===== config.mk =====
export PLATFORM = sky130hd
export DESIGN_NAME = shared_resource_arbiter_flat
export DESIGN_NICKNAME = d
export VERILOG_FILES = /design/src/rtl/shared_resource_arbiter_if.sv /design/src/rtl/shared_resource_arbiter.sv /design/src/flat_wrapper.sv
export SDC_FILE = /design/constraint.sdc
export NUM_CORES = 1
export LEC_CHECK = 0
export BUFFER_PORTS_ARGS = -buffer_cell sky130_fd_sc_hd__buf_2
export CORE_MARGIN = 2
export CORE_UTILIZATION = 48
export CTS_CLUSTER_SIZE = 28
export DETAILED_ROUTE_END_ITERATION = 6
export PLACE_DENSITY = 0.93
export SYNTH_ARGS = -nofsm -noshare
export SYNTH_HDL_FRONTEND = slang
export SYNTH_SLANG_ARGS = --single-unit

===== constraint.sdc =====
create_clock -name clk -period 6.5 [get_ports clk]
set_input_delay 1.625 -clock clk [delete_from_list [all_inputs] [get_ports clk]]
set_output_delay 1.625 -clock clk [all_outputs]
set_load 0.02 [all_outputs]

===== src/rtl/shared_resource_arbiter_if.sv =====
// Bundle of request, resource, response and return signals for the shared-resource arbiter.
// The arbiter connects through the slave modport; the surrounding environment uses master.
interface shared_resource_arbiter_if #(
  parameter int NUM_REQ    = 4,
  parameter int DATA_WIDTH = 32
);
  logic [NUM_REQ-1:0]            req_valid;
  logic [NUM_REQ*DATA_WIDTH-1:0] req_data;
  logic [NUM_REQ-1:0]            req_flush;
  logic [NUM_REQ-1:0]            req_stall;

  logic                          res_valid;
  logic [DATA_WIDTH-1:0]         res_data;
  logic                          res_flush;
  logic                          res_stall;

  logic                          rsp_valid;
  logic [DATA_WIDTH-1:0]         rsp_data;
  logic                          rsp_flush;
  logic                          rsp_stall;

  logic [NUM_REQ-1:0]            ret_valid;
  logic [DATA_WIDTH-1:0]         ret_data;
  logic                          ret_flush;
  logic [NUM_REQ-1:0]            ret_stall;

  logic                          err_orphan;

  modport slave (
    input  req_valid, req_data, req_flush, res_stall,
    input  rsp_valid, rsp_data, rsp_flush, ret_stall,
    output req_stall, res_valid, res_data, res_flush,
    output rsp_stall, ret_valid, ret_data, ret_flush, err_orphan
  );

  modport master (
    output req_valid, req_data, req_flush, res_stall,
    output rsp_valid, rsp_data, rsp_flush, ret_stall,
    input  req_stall, res_valid, res_data, res_flush,
    input  rsp_stall, ret_valid, ret_data, ret_flush, err_orphan
  );
endinterface


===== src/rtl/shared_resource_arbiter.sv =====
// Round-robin arbiter for one shared resource with a tag queue that routes in-order
// responses back to the issuing requester; stall is the only backpressure.
module shared_resource_arbiter #(
  parameter int NUM_REQ    = 4,
  parameter int DATA_WIDTH = 32,
  parameter int TAG_DEPTH  = 8
) (
  input  logic                    clk,
  input  logic                    reset,
  shared_resource_arbiter_if.slave bus
);

  localparam int IDW = $clog2(NUM_REQ);
  localparam int PW  = $clog2(TAG_DEPTH);
  localparam int CW  = PW + 1;
  localparam logic [CW-1:0]  FULL_CNT = CW'(TAG_DEPTH);
  localparam logic [IDW:0]   NUM_EXT  = (IDW+1)'(NUM_REQ);
  localparam logic [IDW-1:0] LAST_ID  = IDW'(NUM_REQ - 1);

  logic [IDW-1:0]        r_rr_ptr;
  logic [IDW-1:0]        r_tag_q [TAG_DEPTH];
  logic [PW-1:0]         r_wr_ptr;
  logic [PW-1:0]         r_rd_ptr;
  logic [CW-1:0]         r_count;
  logic                  r_res_valid;
  logic [DATA_WIDTH-1:0] r_res_data;
  logic                  r_res_flush;
  logic                  r_err_orphan;

  logic [2*NUM_REQ-1:0]  w_rot;
  logic                  w_found;
  logic [IDW:0]          w_sum;
  logic [IDW-1:0]        w_grant;
  logic                  w_full;
  logic                  w_empty;
  logic                  w_accept;
  logic [DATA_WIDTH-1:0] w_sel_data;
  logic                  w_sel_flush;
  logic [IDW-1:0]        w_head;
  logic                  w_head_stall;
  logic                  w_route;
  logic                  w_pop;
  logic                  w_orphan;
  logic [NUM_REQ-1:0]    w_ret_valid;
  logic [NUM_REQ-1:0]    w_req_stall;

  assign w_full  = (r_count == FULL_CNT);
  assign w_empty = (r_count == '0);

  // Rotate the request vector so bit 0 is the requester at rr_ptr, then take the first set bit.
  always_comb begin
    w_rot   = {bus.req_valid, bus.req_valid} >> r_rr_ptr;
    w_found = 1'b0;
    w_sum   = '0;
    for (int k = 0; k < NUM_REQ; k++) begin
      if (!w_found && w_rot[k]) begin
        w_found = 1'b1;
        w_sum   = {1'b0, r_rr_ptr} + (IDW+1)'(k);
      end
    end
    if (w_sum >= NUM_EXT) begin
      w_sum = w_sum - NUM_EXT;
    end
    w_grant = w_sum[IDW-1:0];
  end

  assign w_accept = reset && !bus.res_stall && !w_full && (|bus.req_valid);

  always_comb begin
    w_sel_data  = '0;
    w_sel_flush = 1'b0;
    w_req_stall = '1;
    for (int i = 0; i < NUM_REQ; i++) begin
      if (w_grant == IDW'(i)) begin
        w_sel_data  = bus.req_data[i*DATA_WIDTH +: DATA_WIDTH];
        w_sel_flush = bus.req_flush[i];
        w_req_stall[i] = !w_accept;
      end
    end
  end

  assign w_head   = r_tag_q[r_rd_ptr];
  assign w_route  = bus.rsp_valid && !w_empty;
  assign w_orphan = bus.rsp_valid && w_empty;

  // Response path is purely combinational: the queue head selects the owning back-end.
  always_comb begin
    w_head_stall = 1'b0;
    w_ret_valid  = '0;
    for (int i = 0; i < NUM_REQ; i++) begin
      if (w_head == IDW'(i)) begin
        w_head_stall   = bus.ret_stall[i];
        w_ret_valid[i] = w_route;
      end
    end
  end

  assign w_pop = w_route && !w_head_stall;

  assign bus.req_stall  = w_req_stall;
  assign bus.res_valid  = r_res_valid;
  assign bus.res_data   = r_res_data;
  assign bus.res_flush  = r_res_flush;
  assign bus.rsp_stall  = w_route && w_head_stall;
  assign bus.ret_valid  = w_ret_valid;
  assign bus.ret_data   = bus.rsp_data;
  assign bus.ret_flush  = bus.rsp_flush;
  assign bus.err_orphan = r_err_orphan;

  // Issue register and round-robin pointer; everything holds while the resource stalls.
  always_ff @(posedge clk or negedge reset) begin
    if (!reset) begin
      r_res_valid <= 1'b0;
      r_res_data  <= '0;
      r_res_flush <= 1'b0;
      r_rr_ptr    <= '0;
    end else if (!bus.res_stall) begin
      r_res_valid <= w_accept;
      if (w_accept) begin
        r_res_data  <= w_sel_data;
        r_res_flush <= w_sel_flush;
        r_rr_ptr    <= (w_grant == LAST_ID) ? '0 : w_grant + IDW'(1);
      end
    end
  end

  // Tag queue; accept already excludes the full case, so a pop never frees a slot same-cycle.
  always_ff @(posedge clk or negedge reset) begin
    if (!reset) begin
      r_wr_ptr <= '0;
      r_rd_ptr <= '0;
      r_count  <= '0;
      for (int i = 0; i < TAG_DEPTH; i++) begin
        r_tag_q[i] <= '0;
      end
    end else begin
      if (w_accept) begin
        r_tag_q[r_wr_ptr] <= w_grant;
        r_wr_ptr          <= r_wr_ptr + PW'(1);
      end
      if (w_pop) begin
        r_rd_ptr <= r_rd_ptr + PW'(1);
      end
      case ({w_accept, w_pop})
        2'b10:   r_count <= r_count + CW'(1);
        2'b01:   r_count <= r_count - CW'(1);
        default: r_count <= r_count;
      endcase
    end
  end

  always_ff @(posedge clk or negedge reset) begin
    if (!reset) begin
      r_err_orphan <= 1'b0;
    end else if (w_orphan) begin
      r_err_orphan <= 1'b1;
    end
  end

endmodule


===== src/flat_wrapper.sv =====
// flat-port wrapper written by rule: the top's interface ports become plain ports
module shared_resource_arbiter_flat 
#(
  parameter int NUM_REQ    = 4,
  parameter int DATA_WIDTH = 32,
  parameter int TAG_DEPTH  = 8
)
  (clk, reset, bus_req_valid, bus_req_data, bus_req_flush, bus_res_stall, bus_rsp_valid, bus_rsp_data, bus_rsp_flush, bus_ret_stall, bus_req_stall, bus_res_valid, bus_res_data, bus_res_flush, bus_rsp_stall, bus_ret_valid, bus_ret_data, bus_ret_flush, bus_err_orphan);
  shared_resource_arbiter_if #(.NUM_REQ(NUM_REQ), .DATA_WIDTH(DATA_WIDTH)) bus_i ();
  input  logic clk;
  input  logic reset;
  input wire logic [$bits(bus_i.req_valid)-1:0] bus_req_valid;
  input wire logic [$bits(bus_i.req_data)-1:0] bus_req_data;
  input wire logic [$bits(bus_i.req_flush)-1:0] bus_req_flush;
  input wire logic [$bits(bus_i.res_stall)-1:0] bus_res_stall;
  input wire logic [$bits(bus_i.rsp_valid)-1:0] bus_rsp_valid;
  input wire logic [$bits(bus_i.rsp_data)-1:0] bus_rsp_data;
  input wire logic [$bits(bus_i.rsp_flush)-1:0] bus_rsp_flush;
  input wire logic [$bits(bus_i.ret_stall)-1:0] bus_ret_stall;
  output wire logic [$bits(bus_i.req_stall)-1:0] bus_req_stall;
  output wire logic [$bits(bus_i.res_valid)-1:0] bus_res_valid;
  output wire logic [$bits(bus_i.res_data)-1:0] bus_res_data;
  output wire logic [$bits(bus_i.res_flush)-1:0] bus_res_flush;
  output wire logic [$bits(bus_i.rsp_stall)-1:0] bus_rsp_stall;
  output wire logic [$bits(bus_i.ret_valid)-1:0] bus_ret_valid;
  output wire logic [$bits(bus_i.ret_data)-1:0] bus_ret_data;
  output wire logic [$bits(bus_i.ret_flush)-1:0] bus_ret_flush;
  output wire logic [$bits(bus_i.err_orphan)-1:0] bus_err_orphan;
  assign bus_i.req_valid = bus_req_valid;
  assign bus_i.req_data = bus_req_data;
  assign bus_i.req_flush = bus_req_flush;
  assign bus_i.res_stall = bus_res_stall;
  assign bus_i.rsp_valid = bus_rsp_valid;
  assign bus_i.rsp_data = bus_rsp_data;
  assign bus_i.rsp_flush = bus_rsp_flush;
  assign bus_i.ret_stall = bus_ret_stall;
  assign bus_req_stall = bus_i.req_stall;
  assign bus_res_valid = bus_i.res_valid;
  assign bus_res_data = bus_i.res_data;
  assign bus_res_flush = bus_i.res_flush;
  assign bus_rsp_stall = bus_i.rsp_stall;
  assign bus_ret_valid = bus_i.ret_valid;
  assign bus_ret_data = bus_i.ret_data;
  assign bus_ret_flush = bus_i.ret_flush;
  assign bus_err_orphan = bus_i.err_orphan;
  shared_resource_arbiter #(.NUM_REQ(NUM_REQ), .DATA_WIDTH(DATA_WIDTH), .TAG_DEPTH(TAG_DEPTH)) u_core (.clk(clk), .reset(reset), .bus(bus_i));
endmodule

==> run_results.csv, run 1 <==
group,metric,value,unit
global_routing,grt_first_pass_wirelength,18220,um
worst_hold_path,hold_depth,1,
global_routing,grt_pass1_vias,3940,
clock_tree,cts_sinks,63,
yosys,synth_ff_type,"dfrtp_1",
clock_tree,cts_hold_buffers,0,
setup_path,reg2reg_slack,3.05,ns
clock_tree,ctsResizeCount,0,
placement,portBuffers,187,
run_status,status,"finished clean",
cells_and_area,antenna_cells,0,
clock_tree,cts_buffers,9,
die,start_util,0.4891,
pwr,power_density,456.4,nW/um2
setup_path,critPathArrivalTime,3.48,ns
routing,first_pass_iters,4,
sta,worst_pin_slew,1.154,ns
setup_path,r2r-start,"u_core.r_rd_ptr[0]",
cells_and_area,multi_input_area,2226,um2
clock_tree,h-tree-depth,3,
clock_tree,clock_tree.buffer_depth,2,
yosys,yosysWarnings,0,
die,die-area,9567,um2
yosys,synth_seq_area_share,0.3732,
clock_tree,cts_setup_buffers,0,
worst_hold_path,whs_endpoint,"u_core.bus.err_orphan",
yosys,synth_area,4224,um2
sta,rsz0062_at_grt,"false",
sta,hold_violations,0,
yosys,synth-edff-count,0,
pwr,p_leak,2.341,nW
cells_and_area,fill_cells,731,
setup_path,rr_endpoint,"u_core.r_count[2]",
sta,whs,0.4686,ns
routing,via_per_inst,5.571,
global_routing,grt_max_degree,67,
global_routing,antenna_found_initial,0,
routing,ant_nets,0,
sta,setup_viol,0,
run,cap_violations,0,
pwr,ir_drop,0.1660,mV
die,dieHeight,97.81,um
setup_path,critPathKind,"input pin to primary output",
cells_and_area,finalNetCount,793,
cells_and_area,drive_gt1_frac,0.4003,
clock_tree,clock_latency,0.34,ns
worst_hold_path,hold_start,"u_core.bus.err_orphan",
routing,wl_per_cell,15.74,um
placement,place_inst,704,
yosys,async_flop_share,1.000,
sta,finalCritPeriodShare,0.7850,
worst_hold_path,worst_hold_path_type,"flop to flop",
cells_and_area,final_cell_mix,"187 x buf_2, 75 x nand2_1, 72 x a21oi_1",
die,row_count,34,
yosys,synth_cell_types,42,
clock_tree,cts_tree,"built",
die,core-area,8636,um2
sta,layout_min_cycle_time,5.102,ns
die,io_pins,254,
cells_and_area,final_common_cell,"buf_2",
global_routing,grt_overflow,0,
clock_tree,cts-root-buf,"clkbuf_8",
yosys,synth_seq_cells,63,
global_routing,gr-usage-all-layers,0.2349,
routing,remaining_drc_errors,0,
cells_and_area,regArea,1577,um2
sta,final.setup.tns,0,ns
sta,max_freq,196.0,MHz
cells_and_area,areaGrowthSynthToFinish,23.73,%
yosys,syn_avg_cell_area,8.987,um2
setup_path,crit_required,4.88,ns
routing,drtIter0Drc,186,
setup_path,endpoint_kind,"primary output",
sta,maxSlewHeadroom,0.2209,
die,die_x,97.81,um
clock_tree,path_clk_slew,0.07,ns
sta,fin_worst_skew,0.008071,ns
routing,vias,4011,
yosys,syn_inst,470,
sta,slew_violations,0,
setup_path,cp-start-kind,"input pin",
setup_path,cp_max_fo,66,
setup_path,r2r_cells,11,
yosys,syn_nets,656,
placement,globalplace.congestion,0.8516,
cells_and_area,fin_cells,720,
routing,wl,11330,um
placement,post-dp-hpwl,8415,um
## metrics by stage
stage,area (um2),util,setup slack (ns),power (mW)
floorplan,4224,-,1.606,1.622
global placement,4971,0.5756,1.501,1.884
detailed placement,4971,0.5756,1.394,1.963
CTS,5226,0.6052,1.385,2.401
global route,5226,0.6052,1.239,2.547
finish,5226,0.6052,1.398,2.385
## worst max path at each step
stage                     start               end  slack [ns]  cells after the start
5_1_grt        bus_req_valid[0]  bus_req_stall[1]        1.24                      8
3_5_place_dp   bus_req_valid[0]  bus_req_stall[1]        1.39                      8
6_report       bus_req_valid[0]  bus_req_stall[1]        1.40                      8
4_1_cts        bus_req_valid[0]  bus_req_stall[1]        1.39                      8
3_3_place_gp   bus_req_valid[0]  bus_req_stall[1]        1.50                      8
2_1_floorplan  bus_req_valid[0]  bus_req_stall[3]        1.61                      7
## final cells by class
cell class | instances | share of cell area
Clock buffer | 11 | 0.02897
Clock inverter | 5 | 0.01987
Inverter | 10 | 0.007182
Multi-Input combinational cell | 328 | 0.4259
Sequential cell | 63 | 0.3017
Tap cell | 108 | 0.02586
Timing Repair Buffer | 195 | 0.1906
## Yosys cell counts (3+ instances only)
cell | n | area share
nand2_1 | 75 | 0.067
nor3b_1 | 3 | 0.0053
a21oi_1 | 72 | 0.085
nor2_1 | 7 | 0.0062
nor2b_1 | 6 | 0.0089
mux2_2 | 21 | 0.056
ha_1 | 9 | 0.027
clkbuf_1 | 32 | 0.028
buf_4 | 33 | 0.059
inv_1 | 9 | 0.0080
o21a_1 | 31 | 0.055
nand3b_1 | 31 | 0.055
mux2_1 | 3 | 0.0080
xor2_1 | 4 | 0.0083
nor3_1 | 3 | 0.0036
o211ai_1 | 32 | 0.057
xnor2_1 | 5 | 0.010
dfrtp_1 | 63 | 0.37
## sequential cells by signal, summed over array words and instances (netlist names)
name,cells
u_core.bus.res_data,32
u_core.r_tag_q,16
u_core.r_count,4
u_core.r_rd_ptr,3
u_core.r_wr_ptr,3
u_core.r_rr_ptr,2
u_core.bus.err_orphan,1
u_core.bus.res_flush,1
u_core.bus.res_valid,1
## logic make-up after synthesis
logic type,synth area share
compound gates,0.2183
simple gates,0.1650
buf+inv,0.1016
flops,0.3732
mux,0.09656
xor+xnor,0.01866
fa+ha+maj,0.02666
## routing by layer
layer | up-vias | wire length, um | GRT usage | share of wire
met1 | 1879 | 4425 | 0.2726 | 0.39
li1 | 1906 | - | - | -
met3 | 29 | 757 | 0.06156 | 0.067
met2 | 197 | 5843 | 0.4058 | 0.52
met4 | 0 | 307 | 0.1111 | 0.027
met5 | - | 0 | 0 | 0
## where the power goes
part           switching (mW)  total (mW)  internal, mW
Sequential              0.159       0.741         0.582
Combinational           0.682        1.22         0.534
Clock                   0.153       0.429         0.276
Total                   0.994        2.39          1.39
## critical path, stage by stage
cell	delay, ns
buf_2	0.13
nand2_1	0.07
a21oi_1	0.07
a211oi_1	0.23
buf_4	0.23
ha_2	0.84
nand2_1	0.08
buf_2	0.20
(Power assumes the default switching activity.)
==> run 2, diff against run 1 <==
--- a/config.mk
+++ b/config.mk
@@ -7,10 +7,10 @@
 export LEC_CHECK = 0
 export BUFFER_PORTS_ARGS = -buffer_cell sky130_fd_sc_hd__buf_2
 export CORE_MARGIN = 2
-export CORE_UTILIZATION = 48
+export CORE_UTILIZATION = 44
 export CTS_CLUSTER_SIZE = 28
 export DETAILED_ROUTE_END_ITERATION = 6
-export PLACE_DENSITY = 0.93
+export PLACE_DENSITY = 0.86
 export SYNTH_ARGS = -nofsm -noshare
 export SYNTH_HDL_FRONTEND = slang
 export SYNTH_SLANG_ARGS = --single-unit
==> constraint.sdc (replaced) <==
create_clock -name clk -period 5.3 [get_ports clk]
set_input_delay 1.325 -clock clk [delete_from_list [all_inputs] [get_ports clk]]
set_output_delay 1.325 -clock clk [all_outputs]
set_load 0.02 [all_outputs]
==> run 2 against run 1 <==
Compared with the run above: worst setup slack worse by 0.093 ns; sequential share of layout area about the same; clock skew grew 0.0021 ns; global-route usage is 1.6 points lower; total power grew 20%; utilization shrank 4.2 points; clock-buffer cell count did not move; clock power is 8.2% higher.
==> run_results.csv, run 2 (synthesized netlist as in run 1, its figures left out) <==
group,metric,value,unit
sta,worst_pin_slew,1.212,ns
setup_path,crit_required,3.97,ns
pwr,power_density,546.8,nW/um2
worst_hold_path,worst_hold_path_type,"flop to flop",
cells_and_area,final_cell_mix,"187 x buf_2, 75 x nand2_1, 72 x a21oi_1",
sta,maxSlewHeadroom,0.1812,
routing,highest_layer,"met4",
die,row_count,35,
cells_and_area,finalNetCount,794,
setup_path,critPathBufInv,1,
placement,post-place-ws,1.414,ns
global_routing,grt_first_pass_wirelength,18130,um
cells_and_area,areaGrowthSynthToFinish,23.76,%
setup_path,crit_slowest_cell,"dfrtp_1",
global_routing,gr-usage-all-layers,0.2191,
setup_path,cpMostUsedCell,"mux4_2",
sta,finalCritPeriodShare,0.7538,
routing,wl,11420,um
clock_tree,cts_sinks,63,
clock_tree,cts_tree,"built",
sta,rsz0062_at_grt,"false",
sta,fin_ws,1.305,ns
sta,layout_min_cycle_time,3.995,ns
clock_tree,h-tree-depth,3,
sta,slew_violations,0,
die,io_pins,254,
clock_tree,clock_latency,0.33,ns
pwr,total_power,2.858,mW
run_status,status,"finished clean",
routing,wl_per_cell,15.40,um
sta,max_freq,250.3,MHz
routing,dr_wl_met3,911,um
setup_path,critPathArrivalTime,2.67,ns
global_routing,antenna_found_initial,0,
routing,remaining_drc_errors,0,
sta,fin_worst_skew,0.01020,ns
pwr,ir_drop,0.2321,mV
placement,portBuffers,187,
setup_path,critPathKind,"flop to primary output",
setup_path,critPathTopFamily,"multiplexers",
die,dieHeight,102.0,um
sta,final.setup.tns,0,ns
routing,drtIter0Drc,123,
routing,met2_length,5914,um
cells_and_area,antenna_cells,0,
cells_and_area,drive_gt1_frac,0.3997,
sta,whs,0.4875,ns
setup_path,path_cells,"mux2_1 -> mux4_2 -> mux4_2 -> nor2b_1 -> buf_2",
routing,ant_nets,0,
global_routing,grt_pass1_vias,3942,
setup_path,cp-start-kind,"flop",
clock_tree,cts-root-buf,"clkbuf_8",
clock_tree,cts_hold_buffers,0,
pwr,p_leak,2.327,nW
global_routing,grt_overflow,0,
clock_tree,path_clk_slew,0.07,ns
routing,m1WireLength,4394,um
routing,first_pass_iters,6,
clock_tree,ctsResizeCount,0,
clock_tree,cts_setup_buffers,0,
cells_and_area,final_common_cell,"buf_2",
placement,globalplace.congestion,0.8367,
setup_path,endpoint_kind,"primary output",
setup_path,cpPeakStageDelay,0.57,ns
sta,hold_violations,0,
die,die-area,10400,um2
sta,setup_viol,0,
routing,vias,3962,
clock_tree,cts_buffers,9,
die,core-area,9284,um2
placement,post-dp-hpwl,8622,um
global_routing,grt_max_degree,67,
die,die_x,102.0,um
die,start_util,0.4550,
cells_and_area,largest_reg_flops,32,
setup_path,cp_max_fo,8,
clock_tree,clock_tree.buffer_depth,2,
routing,via_per_inst,5.340,
run,cap_violations,0,
## run 2: per-layer routing
metal,up-vias,GRT usage
li1,1909,-
met1,1853,0.2507
met2,179,0.3821
met3,21,0.06977
met4,0,0.08513
met5,-,0
## run 2: final timing paths
check	start	endpoint	slack (ns)	cells past startpoint
setup / recovery	u_core.r_rd_ptr[0]	bus_rsp_stall	1.30	5
hold / removal	u_core.bus.res_data[24]	u_core.bus.res_data[24]	0.49	1
setup reg to reg	u_core.r_rd_ptr[0]	u_core.r_count[2]	1.93	11
hold reg to reg	u_core.bus.res_data[24]	u_core.bus.res_data[24]	0.49	1
max in group asynchronous	reset	u_core.bus.res_flush	3.62	2
min in group asynchronous	reset	u_core.r_count[2]	1.17	2
## run 2: layout make-up
| class | instances | area, um2 |
|---|---|---|
| Fill cell | 843 | 4056 |
| Multi-Input combinational cell | 328 | 2226 |
| Sequential cell | 63 | 1577 |
| Timing Repair Buffer | 196 | 1003 |
| Tap cell | 129 | 161.4 |
| Clock buffer | 11 | 141.4 |
| Clock inverter | 5 | 81.33 |
| Inverter | 10 | 37.54 |
## run 2: per-stage QoR
step,instances,cell area (um2),util
finish,742,5228,0.5631
global route,742,5228,0.5631
CTS,742,5228,0.5631
detailed placement,726,5005,0.5391
global placement,726,5005,0.5391
floorplan,470,4224,-
## run 2: power breakdown
group / total (mW) / leakage [nW] / switching, mW / internal [mW]
Combinational: 1.49 / 1.48 / 0.837 / 0.653
Clock: 0.464 / 0.110 / 0.186 / 0.278
Sequential: 0.905 / 0.739 / 0.191 / 0.713
==> run 3, diff against run 2 <==
--- a/config.mk
+++ b/config.mk
@@ -7,10 +7,10 @@
 export LEC_CHECK = 0
 export BUFFER_PORTS_ARGS = -buffer_cell sky130_fd_sc_hd__buf_2
 export CORE_MARGIN = 2
-export CORE_UTILIZATION = 44
+export CORE_UTILIZATION = 40
 export CTS_CLUSTER_SIZE = 28
 export DETAILED_ROUTE_END_ITERATION = 6
-export PLACE_DENSITY = 0.86
+export PLACE_DENSITY = 0.83
 export SYNTH_ARGS = -nofsm -noshare
 export SYNTH_HDL_FRONTEND = slang
 export SYNTH_SLANG_ARGS = --single-unit
==> constraint.sdc (replaced) <==
create_clock -name clk -period 3.5 [get_ports clk]
set_input_delay 0.875 -clock clk [delete_from_list [all_inputs] [get_ports clk]]
set_output_delay 0.875 -clock clk [all_outputs]
set_load 0.02 [all_outputs]
==> run 3 against run 2 <==
Compared with the run above: non-clock buffer count rose by 3; register-to-register slack worse by 1.7 ns; sequential share of layout area is essentially flat; clock power grew 31%; via count is 0.23% lower; total power rose by 48%.
==> run_results.csv, run 3 (synthesized netlist as in run 1, its figures left out) <==
group,metric,value,unit
run_status,status,"finished clean",
pwr,power.internal,2.406,mW
cells_and_area,fill_cells,999,
pwr,ir_drop,0.3813,mV
cells_and_area,final_common_cell,"buf_2",
sta,rsz0062_at_grt,"false",
pwr,power_density,809.5,nW/um2
setup_path,critPathBufInv,1,
setup_path,cp-start-kind,"flop",
sta,slew_violations,0,
sta,whs,0.4739,ns
clock_tree,cts_tree,"built",
setup_path,crit_slowest_cell,"mux4_2",
sta,layout_min_cycle_time,3.372,ns
die,dieHeight,106.8,um
clock_tree,cts-root-buf,"clkbuf_8",
pwr,seq_power_share,0.325,
pwr,total_power,4.231,mW
setup_path,endpoint_kind,"primary output",
worst_hold_path,worst_hold_path_type,"flop to flop",
setup_path,critPathArrivalTime,2.50,ns
clock_tree,cts_buffers,9,
placement,portBuffers,187,
routing,ant_nets,0,
die,start_util,0.4110,
routing,remaining_drc_errors,0,
global_routing,gr-usage-all-layers,0.2034,
routing,via_per_inst,5.257,
clock_tree,path_clk_slew,0.07,ns
global_routing,grt_overflow,0,
setup_path,r2r_cells,11,
setup_path,critPathTopFamily,"multiplexers",
sta,finalCritPeriodShare,0.9634,
setup_path,cp_max_fo,8,
sta,hold_violations,0,
clock_tree,cts_hold_buffers,0,
die,core-area,10280,um2
setup_path,cpMostUsedCell,"mux4_2",
global_routing,grt_max_degree,67,
cells_and_area,finalNetCount,797,
sta,max_freq,296.6,MHz
placement,post-place-ws,0.1944,ns
setup_path,critPathKind,"flop to primary output",
routing,wl,11310,um
clock_tree,clock_tree.buffer_depth,2,
sta,worst_pin_slew,0.7975,ns
routing,wl_per_cell,15.04,um
sta,maxSlewHeadroom,0.4683,
placement,globalplace.congestion,0.8461,
routing,drtIter0Drc,205,
pwr,p_sw_frac,0.4312,
cells_and_area,areaGrowthSynthToFinish,23.73,%
cells_and_area,antenna_cells,0,
cells_and_area,largest_reg_flops,32,
pwr,p_switching,1.824,mW
setup_path,cpPeakStageDelay,0.51,ns
sta,fin_worst_skew,0.01388,ns
global_routing,grt_first_pass_wirelength,18710,um
clock_tree,h-tree-depth,3,
die,die-area,11400,um2
setup_path,path_cells,"mux2_1 -> mux4_2 -> mux4_2 -> nor2b_1 -> buf_2",
clock_tree,clock_latency,0.34,ns
sta,final.setup.tns,0,ns
worst_hold_path,hold_depth,1,
sta,setup_viol,0,
die,die_x,106.8,um
cells_and_area,final_cell_mix,"187 x buf_2, 75 x nand2_1, 72 x a21oi_1",
die,io_pins,254,
run,cap_violations,0,
clock_tree,cts_sinks,63,
global_routing,antenna_found_initial,0,
setup_path,cp_num_cells,5,
cells_and_area,drive_gt1_frac,0.4042,
global_routing,grt_pass1_vias,4037,
placement,post-dp-hpwl,8763,um
pwr,p_leak,2.327,nW
pwr,pwr-share-clk,0.144,
pwr,p_comb_frac,0.531,
routing,vias,3953,
sta,fin_ws,0.1280,ns
routing,first_pass_iters,4,
die,row_count,37,
setup_path,crit_required,2.62,ns
run 3: worst paths after layout:
| kind | from | end | slack, ns |
|---|---|---|---|
| min reg2reg | u_core.bus.err_orphan | u_core.bus.err_orphan | 0.47 |
| max | u_core.r_rd_ptr[0] | bus_rsp_stall | 0.13 |
| min | u_core.bus.err_orphan | u_core.bus.err_orphan | 0.47 |
| max in group asynchronous | reset | u_core.r_rd_ptr[0] | 2.22 |
| max reg2reg | u_core.r_rd_ptr[0] | u_core.r_count[2] | 0.28 |
| min in group asynchronous | reset | u_core.r_rd_ptr[2] | 0.71 |
run 3: per-layer routing:
layer	share of wire	up-vias	wire length (um)	track usage
met4	0.0092	0	104	0.04174
met3	0.070	11	790	0.06079
met1	0.41	1858	4619	0.2460
li1	-	1914	-	-
met2	0.51	170	5798	0.3590
met5	0	-	0	0
run 3: per-stage QoR:
step | utilization | instances | instance area [um2]
detailed placement | 0.4900 | 736 | 5036
finish | 0.5085 | 752 | 5226
global placement | 0.4900 | 736 | 5036
floorplan | - | 470 | 4224
CTS | 0.5084 | 752 | 5225
global route | 0.5085 | 752 | 5226
run 3: final cells by class:
type | count | area (um2) | share of cell area
Sequential cell | 63 | 1578 | 0.3019
Clock buffer | 10 | 127.6 | 0.02442
Clock inverter | 6 | 61.31 | 0.01173
Multi-Input combinational cell | 328 | 2226 | 0.4259
Tap cell | 136 | 170.2 | 0.03256
Inverter | 10 | 37.54 | 0.007182
Timing Repair Buffer | 199 | 1026 | 0.1963
run 3: what timing repair did:
item                       CTS  global route
setup endpoints to repair    0             2
setup buffers                0             0
gates resized for setup      0             1
run 3: power groups by stage:
stage / logic [mW] / registers (mW) / clock network, mW
6_report: 2.25 / 1.38 / 0.608
5_1_grt: 2.48 / 1.43 / 0.660
4_1_cts: 2.26 / 1.37 / 0.631
3_5_place_dp: 2.25 / 1.38 / 0
3_3_place_gp: 2.17 / 1.36 / 0
2_1_floorplan: 1.48 / 1.53 / 0
